===== src/rtl/keycode_action_repeater_if.sv =====
// Keycode front-end bus: GPIO keycode slots plus action table in, per-action
// press/repeat pulses out. The game-logic side is master, the repeater is slave.
interface keycode_action_repeater_if #(
  parameter int NUM_SLOTS   = 8,
  parameter int NUM_ACTIONS = 6
);
  logic                     tick;
  logic [8*NUM_SLOTS-1:0]   keycodes;
  logic [8*NUM_ACTIONS-1:0] action_codes;
  logic [NUM_ACTIONS-1:0]   repeat_en;
  logic [NUM_ACTIONS-1:0]   action_pulse;
  logic [NUM_ACTIONS-1:0]   held;
  logic                     any_key;

  modport master (
    output tick, keycodes, action_codes, repeat_en,
    input  action_pulse, held, any_key
  );

  modport slave (
    input  tick, keycodes, action_codes, repeat_en,
    output action_pulse, held, any_key
  );
endinterface


===== src/rtl/keycode_action_repeater.sv =====
// Matches registered USB keycode slots against a programmable action table and
// emits per-action press pulses with delayed auto-shift and auto-repeat per frame tick.
module keycode_action_repeater #(
  parameter int NUM_SLOTS   = 8,
  parameter int NUM_ACTIONS = 6,
  parameter int DAS_DELAY   = 16,
  parameter int ARR_PERIOD  = 4,
  parameter int CNT_W       = 8
) (
  input logic                     clk,
  input logic                     reset,
  keycode_action_repeater_if.slave bus
);

  typedef enum logic [1:0] {IDLE, HOLD, DELAY, REPEAT} state_t;

  localparam logic [CNT_W-1:0] DAS_CMP = CNT_W'(DAS_DELAY);
  localparam logic [CNT_W-1:0] ARR_CMP = CNT_W'(ARR_PERIOD);
  localparam logic [CNT_W-1:0] CNT_ONE = CNT_W'(1);

  logic [8*NUM_SLOTS-1:0] kc_q;
  logic [NUM_ACTIONS-1:0] hit;
  logic                   any_nz;
  state_t                 state [NUM_ACTIONS];
  logic [CNT_W-1:0]       cnt   [NUM_ACTIONS];

  // NOTE: sequential state uses non-blocking (<=) so every register samples
  // pre-edge values regardless of block ordering.
  always_ff @(posedge clk or posedge reset) begin
    if (reset) kc_q <= '0;
    else       kc_q <= bus.keycodes;
  end

  // NOTE: every always_comb output gets a default first, so no path leaves it
  // unassigned and no latch is inferred.
  always_comb begin
    hit    = '0;
    any_nz = 1'b0;
    for (int s = 0; s < NUM_SLOTS; s++) begin
      if (kc_q[8*s +: 8] != 8'h00) any_nz = 1'b1;
    end
    for (int a = 0; a < NUM_ACTIONS; a++) begin
      for (int s = 0; s < NUM_SLOTS; s++) begin
        if (bus.action_codes[8*a +: 8] != 8'h00 &&
            kc_q[8*s +: 8] == bus.action_codes[8*a +: 8])
          hit[a] = 1'b1;
      end
    end
  end

  // NOTE: the per-action state/counter arrays are reset explicitly; they are
  // control state, not storage, so a reset must return every action to IDLE.
  always_ff @(posedge clk or posedge reset) begin
    if (reset) begin
      for (int a = 0; a < NUM_ACTIONS; a++) begin
        state[a] <= IDLE;
        cnt[a]   <= '0;
      end
      bus.action_pulse <= '0;
      bus.held         <= '0;
      bus.any_key      <= 1'b0;
    end else begin
      bus.any_key      <= any_nz;
      bus.action_pulse <= '0;
      if (bus.tick) begin
        for (int a = 0; a < NUM_ACTIONS; a++) begin
          // Every hit branch lands in a non-IDLE state, so held tracks hit.
          bus.held[a] <= hit[a];
          if (!hit[a]) begin
            state[a] <= IDLE;
            cnt[a]   <= '0;
          end else begin
            case (state[a])
              IDLE: begin
                bus.action_pulse[a] <= 1'b1;
                cnt[a]              <= CNT_ONE;
                state[a]            <= bus.repeat_en[a] ? DELAY : HOLD;
              end
              HOLD: ;
              DELAY: begin
                if (cnt[a] == DAS_CMP) begin
                  bus.action_pulse[a] <= 1'b1;
                  cnt[a]              <= CNT_ONE;
                  state[a]            <= REPEAT;
                end else begin
                  cnt[a] <= cnt[a] + CNT_ONE;
                end
              end
              REPEAT: begin
                if (cnt[a] == ARR_CMP) begin
                  bus.action_pulse[a] <= 1'b1;
                  cnt[a]              <= CNT_ONE;
                end else begin
                  cnt[a] <= cnt[a] + CNT_ONE;
                end
              end
              default: state[a] <= IDLE;
            endcase
          end
        end
      end
    end
  end

endmodule

===== src/flat_wrapper.sv =====
// flat-port wrapper written by rule: the top's interface ports become plain ports
module keycode_action_repeater_flat 
#(
  parameter int NUM_SLOTS   = 8,
  parameter int NUM_ACTIONS = 6,
  parameter int DAS_DELAY   = 16,
  parameter int ARR_PERIOD  = 4,
  parameter int CNT_W       = 8
)
  (clk, reset, bus_tick, bus_keycodes, bus_action_codes, bus_repeat_en, bus_action_pulse, bus_held, bus_any_key);
  keycode_action_repeater_if #(.NUM_SLOTS(NUM_SLOTS), .NUM_ACTIONS(NUM_ACTIONS)) bus_i ();
  input logic clk;
  input logic reset;
  input wire logic [$bits(bus_i.tick)-1:0] bus_tick;
  input wire logic [$bits(bus_i.keycodes)-1:0] bus_keycodes;
  input wire logic [$bits(bus_i.action_codes)-1:0] bus_action_codes;
  input wire logic [$bits(bus_i.repeat_en)-1:0] bus_repeat_en;
  output wire logic [$bits(bus_i.action_pulse)-1:0] bus_action_pulse;
  output wire logic [$bits(bus_i.held)-1:0] bus_held;
  output wire logic [$bits(bus_i.any_key)-1:0] bus_any_key;
  assign bus_i.tick = bus_tick;
  assign bus_i.keycodes = bus_keycodes;
  assign bus_i.action_codes = bus_action_codes;
  assign bus_i.repeat_en = bus_repeat_en;
  assign bus_action_pulse = bus_i.action_pulse;
  assign bus_held = bus_i.held;
  assign bus_any_key = bus_i.any_key;
  keycode_action_repeater #(.NUM_SLOTS(NUM_SLOTS), .NUM_ACTIONS(NUM_ACTIONS), .DAS_DELAY(DAS_DELAY), .ARR_PERIOD(ARR_PERIOD), .CNT_W(CNT_W)) u_core (.clk(clk), .reset(reset), .bus(bus_i));
endmodule

===== config.mk =====
export PLATFORM = sky130hd
export DESIGN_NAME = keycode_action_repeater_flat
export DESIGN_NICKNAME = d
export VERILOG_FILES = /design/src/rtl/keycode_action_repeater_if.sv /design/src/rtl/keycode_action_repeater.sv /design/src/flat_wrapper.sv
export SDC_FILE = /design/constraint.sdc
export NUM_CORES = 1
export LEC_CHECK = 0
export ABC_AREA = 1
export CORE_MARGIN = 5
export CORE_UTILIZATION = 50
export CTS_BUF_LIST = sky130_fd_sc_hd__clkbuf_8
export CTS_CLUSTER_DIAMETER = 80
export DETAILED_ROUTE_END_ITERATION = 8
export PLACE_DENSITY_LB_ADDON = 0.15
export RECOVER_POWER = 100
export SYNTH_ARGS = -nofsm -noshare
export SYNTH_HDL_FRONTEND = slang
export SYNTH_SLANG_ARGS = --single-unit

===== constraint.sdc =====
create_clock -name clk -period 11.5 [get_ports clk]
set_input_delay 1.725 -clock clk [delete_from_list [all_inputs] [get_ports clk]]
set_output_delay 1.725 -clock clk [all_outputs]
set_load 0.05 [all_outputs]

==> results.json <==
{
  "yosys.area_share.simple": 0.329,
  "nets": 1948,
  "r2r_setup_slack_ns": 8.99,
  "crit_arrival_ns": 5.28,
  "ant_nets": 0,
  "mostFrequentLayoutCells": "624 x nand2_1, 340 x xnor2_1, 174 x nor2_1",
  "path_cells": "dlygate4sd3_1 -> clkinvlp_2 -> buf_4",
  "syn_area_mm2": 0.0129,
  "fill_cells": 2557,
  "vias": 11000,
  "fin_skew_ns": 0.0171,
  "area_growth_pct": 5.99,
  "drc": 0,
  "grt_overflow_total": 0,
  "cts_buffers": 17,
  "io_pins": 134,
  "cts_root_buf": "clkbuf_8",
  "synth_compound_area_frac": 0.0215,
  "die_w_um": 171,
  "vias_per_cell": 5.09,
  "tritoncts": "done",
  "async_flop_share": 1.00,
  "p_comb_frac": 0.237,
  "synth_edf_count": 0,
  "fin_ws_ns": 6.74,
  "relSlewSlack": -1.47,
  "peakVddDrop_mv": 0.0566,
  "postCtsSetupRepairBufs": 0,
  "slowest_delay_ns": 2.07,
  "fin_hold_ws_ns": 0.485,
  "worst_r2r_path_depth": 13,
  "rows": 59,
  "h-tree-depth": 4,
  "cts-resized-gates": 0,
  "cts_hold_buf": 0,
  "drv_cap": 1,
  "synth_xor_xnor_area_share": 0.240,
  "p_sw_uw": 419,
  "synth_seq_cells": 137,
  "critical_path.startpoint_type": "primary input",
  "synth_top_family_by_area": "simple AND/OR/NAND/NOR gates",
  "synth_cell_types": 47,
  "timing.fmax_mhz": 210,
  "die_area_mm2": 0.0292,
  "cp-end-kind": "asynchronous set/reset pin",
  "n_antenna_cell": 0,
  "p_int_uw": 820,
  "cp_data_required_time_ns": 12.02,
  "final_layout_size_suffix_gt1_frac": 0.0483,
  "coreArea_mm2": 0.0258,
  "dp_slack_ns": 7.49,
  "dp_hpwl_um": 27100,
  "setup_violations": 0,
  "leakage_uw": 0.00609,
  "port_buffers": 133,
  "clk-insertion-delay-late_ns": 0.47,
  "syn_nets": 1915,
  "clk_pin_slew_ns": 0.09,
  "drt_iter0_drc": 700,
  "power_frac_seq": 0.438,
  "track_usage": 0.251,
  "clock_sinks": 137,
  "gp_congestion": 0.913,
  "dr.pass1.iters": 5,
  "synthMuxAreaShare": 0,
  "wl_per_cell_um": 16.6,
  "hp-class": "reg2reg",
  "cp_slowest_cell": "clkinvlp_2",
  "worstHoldPathCells": 2,
  "cts_buffer_depth": 2,
  "hold_viol_final": 0,
  "grt_setup_unrepaired": "false",
  "power_frac_clock": 0.325,
  "grt_start_max_net_pins": 80,
  "dominantRegCellSynth": "dfrtp_1",
  "yosysSeqAreaShare": 0.265,
  "die_h_um": 171,
  "critPathMaxFanout": 79,
  "final_max_slew_viol_count": 80,
  "grt_pass1_vias": 10600,
  "finalSetupTns_ns": 0,
  "grt_first_pass_wirelength_um": 57500,
  "tightest_slew_ns": 3.69,
  "start_util": 0.503,
  "critPathKind": "in2async",
  "status": "complete, but fails checks",
  "yosysWarnings": 0,
  "power_density_mw_per_mm2": 90.2,
  "netlist_instances": 1779,
  "mostFrequentLayoutCell": "nand2_1",
  "synthAdderAreaFrac": 0.0145,
  "avgSynthCellArea_um2": 7.28,
  "routed_wl_um": 35900,
  "violations": "max-capacitance violations, max-slew violations",
  "switching_share": 0.338,
  "period_share": 0.414,
  "antenna_found_initial": 0,
  "finalCriticalPeriod_ns": 4.76
}
==> worst paths after layout <==
check | end | startpoint
worst max-delay path | u_core.kc_q[27]$_DFF_PP0_ | reset
worst min-delay path | u_core.bus.held[0]$_DFFE_PP0P_ | u_core.bus.held[0]$_DFFE_PP0P_
worst max register to register | u_core.cnt[7]$_DFFE_PP0P_ | u_core.kc_q[61]$_DFF_PP0_
worst min register to register | u_core.bus.held[0]$_DFFE_PP0P_ | u_core.bus.held[0]$_DFFE_PP0P_
max in group clk | u_core.state[7]$_DFFE_PP0P_ | bus_action_codes[23]
min in group asynchronous | u_core.bus.action_pulse[3]$_DFF_PP0_ | reset
==> cell usage after synthesis, drive strengths merged, types with 2 or more instances <==
library cell / number / area [um2]
nand4: 22 / 144
dfrtp: 137 / 3430
nor2: 183 / 756
a21o: 2 / 15.0
o21ai: 14 / 73.8
nor4: 29 / 194
o21bai: 4 / 30.0
nand3: 86 / 508
or2: 7 / 43.8
nor3b: 2 / 15.0
ha: 15 / 188
o211ai: 3 / 22.5
xnor2: 340 / 2980
xor2: 15 / 131
inv: 128 / 490
buf: 117 / 1180
clkbuf: 4 / 15.0
o31ai: 2 / 15.0
a21oi: 13 / 65.1
nor3: 16 / 90.1
nand2: 630 / 2490
a211o: 2 / 17.5
o2111ai: 2 / 17.5
==> power groups by stage <==
| stage | Combinational (uW) | Sequential, uW | Clock, uW |
|---|---|---|---|
| finish | 294 | 542 | 402 |
| global route | 327 | 545 | 434 |
| CTS | 304 | 542 | 415 |
| detailed placement | 303 | 551 | 0 |
| global placement | 298 | 551 | 0 |
| floorplan | 273 | 519 | 0 |
==> metal layers <==
| metal | wire (um) | track usage | vias up |
|---|---|---|---|
| met5 | 0 | 0 | - |
| met4 | 1200 | 0.0996 | 0 |
| met3 | 2210 | 0.0395 | 70 |
| met2 | 16900 | 0.412 | 324 |
| met1 | 15600 | 0.332 | 5108 |
| li1 | - | - | 5478 |
==> per-stage QoR <==
step	utilization	area, um2	std cells	power, uW
finish	0.533	13700	2158	1240
floorplan	-	12900	1779	791
global placement	0.525	13500	2128	849
detailed placement	0.525	13500	2128	854
global route	0.533	13700	2158	1310
CTS	0.539	13900	2158	1260
==> sequential cells by signal (all words and copies together) (netlist names) <==
register	cells
u_core.bus.action_pulse	6
u_core.bus.any_key	1
u_core.bus.held	6
u_core.cnt	48
u_core.kc_q	64
u_core.state	12
==> kinds of logic after synthesis <==
logic type | after synthesis
simple gates | 978
fa+ha+maj | 15
flops | 137
xor+xnor | 355
compound gates | 45
buf+inv | 249
==> critical path, delay by kind of cell <==
kind                   cells  cell delay [ns]
buffers and inverters      3             3.48
==> final cells by class <==
cell class	instances	area, um2	area share
multi-input cells	1393	7670	0.559
flip-flops and latches	137	3430	0.250
repair buffers	135	1340	0.0977
inverters	128	492	0.0358
well taps	335	419	0.0305
clock buffers	19	262	0.0191
clock inverters	11	114	0.00830
Note: power is estimated with default switching activity, not from simulation.
